--- config.mk ---
export PLATFORM = sky130hd
export DESIGN_NAME = code_shift_reg
export DESIGN_NICKNAME = d
export VERILOG_FILES = /design/src/rtl/lock_code_checker_pkg.sv /design/src/rtl/lock_code_checker_code_shift_reg.sv
export SDC_FILE = /design/constraint.sdc
export NUM_CORES = 1
export LEC_CHECK = 0
export CAP_MARGIN = 20
export CORE_MARGIN = 2
export CORE_UTILIZATION = 40
export CTS_CLUSTER_DIAMETER = 150
export DETAILED_ROUTE_END_ITERATION = 8
export PLACE_DENSITY_LB_ADDON = 0.08
export SLEW_MARGIN = 25
export SYNTH_ARGS = -nofsm -noshare
export SYNTH_HDL_FRONTEND = slang
export SYNTH_SLANG_ARGS = --single-unit
--- constraint.sdc ---
create_clock -name clk -period 2.2 [get_ports clk]
set_input_delay 0.44 -clock clk [delete_from_list [all_inputs] [get_ports clk]]
set_output_delay 0.44 -clock clk [all_outputs]
set_load 0.02 [all_outputs]
--- src/rtl/lock_code_checker_pkg.sv ---
// lock_pkg: shared types and defaults for the lock code checker.
//   lock_state_t   - controller state encoding
//   DEF_*          - default parameter values
//   timer_width()  - width of the shared OPEN/LOCKOUT down-counter
package lock_pkg;

    typedef enum logic [2:0] {
        IDLE    = 3'd0,
        SHIFT   = 3'd1,
        ARMED   = 3'd2,
        OPEN    = 3'd3,
        LOCKOUT = 3'd4
    } lock_state_t;

    localparam int DEF_CODE_W         = 16;
    localparam int DEF_MAX_TRIES      = 3;
    localparam int DEF_OPEN_CYCLES    = 256;
    localparam int DEF_LOCKOUT_CYCLES = 1024;

    // One timer serves both hold periods, so it must fit the longer of the two.
    function automatic int timer_width(input int open_cycles, input int lockout_cycles);
        int longest;
        longest = (open_cycles > lockout_cycles) ? open_cycles : lockout_cycles;
        return $clog2(longest + 1);
    endfunction

endpackage

--- src/rtl/lock_code_checker_code_shift_reg.sv ---
// code_shift_reg: serial-in/parallel-out code register with bit counter.
//   clk        - system clock
//   reset      - synchronous active-high reset
//   shift_en   - shift one bit in this cycle
//   serial_bit - incoming bit; the first bit shifted ends in the MSB
//   code       - parallel code
//   done       - high in the cycle that samples the last bit
module code_shift_reg #(
    parameter int CODE_W = lock_pkg::DEF_CODE_W
) (
    input  logic              clk,
    input  logic              reset,
    input  logic              shift_en,
    input  logic              serial_bit,
    output logic [CODE_W-1:0] code,
    output logic              done
);

    localparam int CNT_W = (CODE_W > 1) ? $clog2(CODE_W) : 1;
    localparam logic [CNT_W-1:0] LAST_BIT = CNT_W'(CODE_W - 1);

    logic [CNT_W-1:0] bit_cnt;

    assign done = shift_en && (bit_cnt == LAST_BIT);

    always_ff @(posedge clk) begin
        if (reset) begin
            code    <= '0;
            bit_cnt <= '0;
        end else if (shift_en) begin
            code <= {code[CODE_W-2:0], serial_bit};
            // Wrapping on the last bit leaves the counter at zero for the
            // next capture, so no separate clear is needed.
            if (done) begin
                bit_cnt <= '0;
            end else begin
                bit_cnt <= bit_cnt + 1'b1;
            end
        end
    end

endmodule

==> flow_summary.ini <==
[floorplanning]
fp-row-count = 16
initial_utilization = 0.411
chipHeight_um = 48.5
dieArea_mm2 = 0.00235
io_pins = 21
die_x_um = 48.5
core_area_mm2 = 0.00192

[grt]
grt_pass1_wl_mm = 1.99
grt_overflow = 0
grt_pass1_vias = 463
grt_max_degree = 22
grt_usage = 0.109
antenna_found_initial = 0

[clock_tree]
cts_buffers = 3
cts.sinks = 20
htree_levels = 1
clockBufferDepth = 2
cts_tree = built
cts_root_buf = clkbuf_4
post_cts_buffers = 0
clock_latency_ns = 0.29
path_clk_slew_ns = 0.10

[pwr]
ir_drop_mv = 0.358
p_per_area_mw_per_mm2 = 609
p_leak_nw = 0.435

[layout]
postLayoutCoreUtil = 0.531
register_area_um2 = 400
multi_input_area_um2 = 332
drive_gt1_frac = 0.0968
final_cell_mix = dfxtp_1 (20), nor2_1 (19), clkdlybuf4s50_1 (19)
nNetsFinal = 99
final_common_cell = dfxtp_1
area_growth_syn_to_layout_pct = 29.0
fillers = 193
antenna_cells = 0

[placement]
gp_congestion = 0.702
portBuffers = 20
dp.final_hpwl_um = 826

[flow_run]
maxCapViolCount = 0

[sta]
maxSlewViolCount = 0
hold_viol = 0
maxSlewHeadroom = 0.780
tightestPinTransition_ns = 0.330
fin_skew_ns = 0.00414
rsz0062_at_grt = false
period_minus_slack_ns = 1.78
period_share = 0.808
fmax_mhz = 563
setup_tns_ns = 0
setup_viol = 0

[synth]
ys_seq_elements = 20
yosysTopAreaCellShare = 0.506
ys_warn_count = 0
syn-num-nets = 77
synth_top_area_cell = dfxtp_1
yosysSeqAreaShare = 0.506
ys_top_cells_by_area = dfxtp_1 (51%), mux2i_1 (23%), nor2_1 (9.0%), buf_12 (5.1%), ha_1 (1.6%)
syn_avg_cell_area_um2 = 11.0
postSynthCellCount = 72
synth_area_um2 = 791
ys_types = 16

[setup_path]
slowest_stage = dfxtp_1
worstPathArrival_ns = 1.34
worstSetupEndpointType = output pin
cp.required_ns = 1.76
path_max_fanout = 5
start_kind = flip-flop
worstPathCellList = ha_1 > and4_1 > dlymetal6s2s_1
critPathKind = flip-flop to output pin
slowest_delay_ns = 0.41
reg2regPathDepth = 4
critPathBufInv = 1
path_delay_family = flip-flops
worstSetupPathDepth = 3

[routing]
first_pass_iters = 2
vias_per_cell = 4.58
wl_per_cell_um = 10.4
vias = 550
drt-total-wl_mm = 1.24
first_iter_violations = 7
drc = 0
antenna_left = 0

[worst_hold_path]
min_path_cells = 2
hp-class = flip-flop to flip-flop

[run_status]
outcome = finished, final reports clean
logic make-up after synthesis:
logic type,synth area share
XOR/XNOR,0.0111
AO/OA/AOI/OAI,0.0253
AND/OR/NAND/NOR,0.139
multiplexers,0.228
flip-flops,0.506
buffers and inverters,0.0744
adder cells (fa/ha/maj),0.0158
sequential cells by signal, summed over array words and instances (netlist names):
signal   count
code        16
bit_cnt      4
layer usage:
metal | vias up | wire length (um) | global-route usage
li1 | 287 | - | -
met1 | 247 | 615 | 0.142
met2 | 14 | 526 | 0.153
met3 | 2 | 86 | 0.0648
met4 | 0 | 15 | 0.0286
met5 | - | 0 | 0
worst min-delay path: stages (launching register included):
cell and delay, ns:
dfxtp_1 0.34, mux2i_1 0.06, nor2_1 0.08
metrics by stage:
| stage | hold slack [ns] | std cells | power (W) | setup WS [ns] | instance area, um^2 |
|---|---|---|---|---|---|
| after floorplan | 0.510 | 72 | 0.000421 | 0.811 | 791 |
| after global placement | 0.483 | 116 | 0.000428 | 0.0853 | 981 |
| after detailed placement | 0.492 | 116 | 0.000428 | 0.0830 | 981 |
| after CTS | 0.517 | 120 | 0.000633 | 0.0261 | 1020 |
| after global routing | 0.558 | 120 | 0.000650 | 0.298 | 1020 |
| final | 0.514 | 120 | 0.000621 | 0.423 | 1020 |
area by class of cell:
cell class | instances | area share
flip-flops and latches | 20 | 0.393
well taps | 27 | 0.0331
multi-input cells | 47 | 0.325
clock buffers | 4 | 0.0356
repair buffers | 22 | 0.213
power breakdown:
| part | switching, W | total, W | internal (W) |
|---|---|---|---|
| sequential | 0.00000550 | 0.000373 | 0.000368 |
| clock | 0.000100 | 0.000201 | 0.000101 |
| combinational | 0.0000237 | 0.0000465 | 0.0000228 |
| total | 0.000130 | 0.000621 | 0.000491 |
cells in the mapped netlist:
cell type and number:
a41oi_1 1, nor2_1 19, clkbuf_1 2, a31oi_1 1
nand3_2 1, buf_6 1, nand2_1 1, a21oi_1 1
mux2i_1 18, nor2_2 1, ha_1 1, xor2_1 1
nor3_2 1, dfxtp_1 20, and4_1 1, buf_12 2
final timing paths:
| kind | to | slack, ns | from |
|---|---|---|---|
| worst min register to register | code[15]$_SDFFE_PP0P_ | 0.51 | code[15]$_SDFFE_PP0P_ |
| worst min-delay path | code[15]$_SDFFE_PP0P_ | 0.51 | code[15]$_SDFFE_PP0P_ |
| worst max register to register | bit_cnt[0]$_SDFFE_PP0P_ | 1.18 | bit_cnt[0]$_SDFFE_PP0P_ |
| worst max-delay path | done | 0.42 | bit_cnt[0]$_SDFFE_PP0P_ |
repair_timing:
| action | 4_1_cts | 5_1_grt |
|---|---|---|
| hold buffers | 0 | 0 |
| endpoints found under the setup margin | 0 | 1 |
| gates resized for setup | 0 | 1 |
No activity file was read; power rests on OpenSTA's default activity.
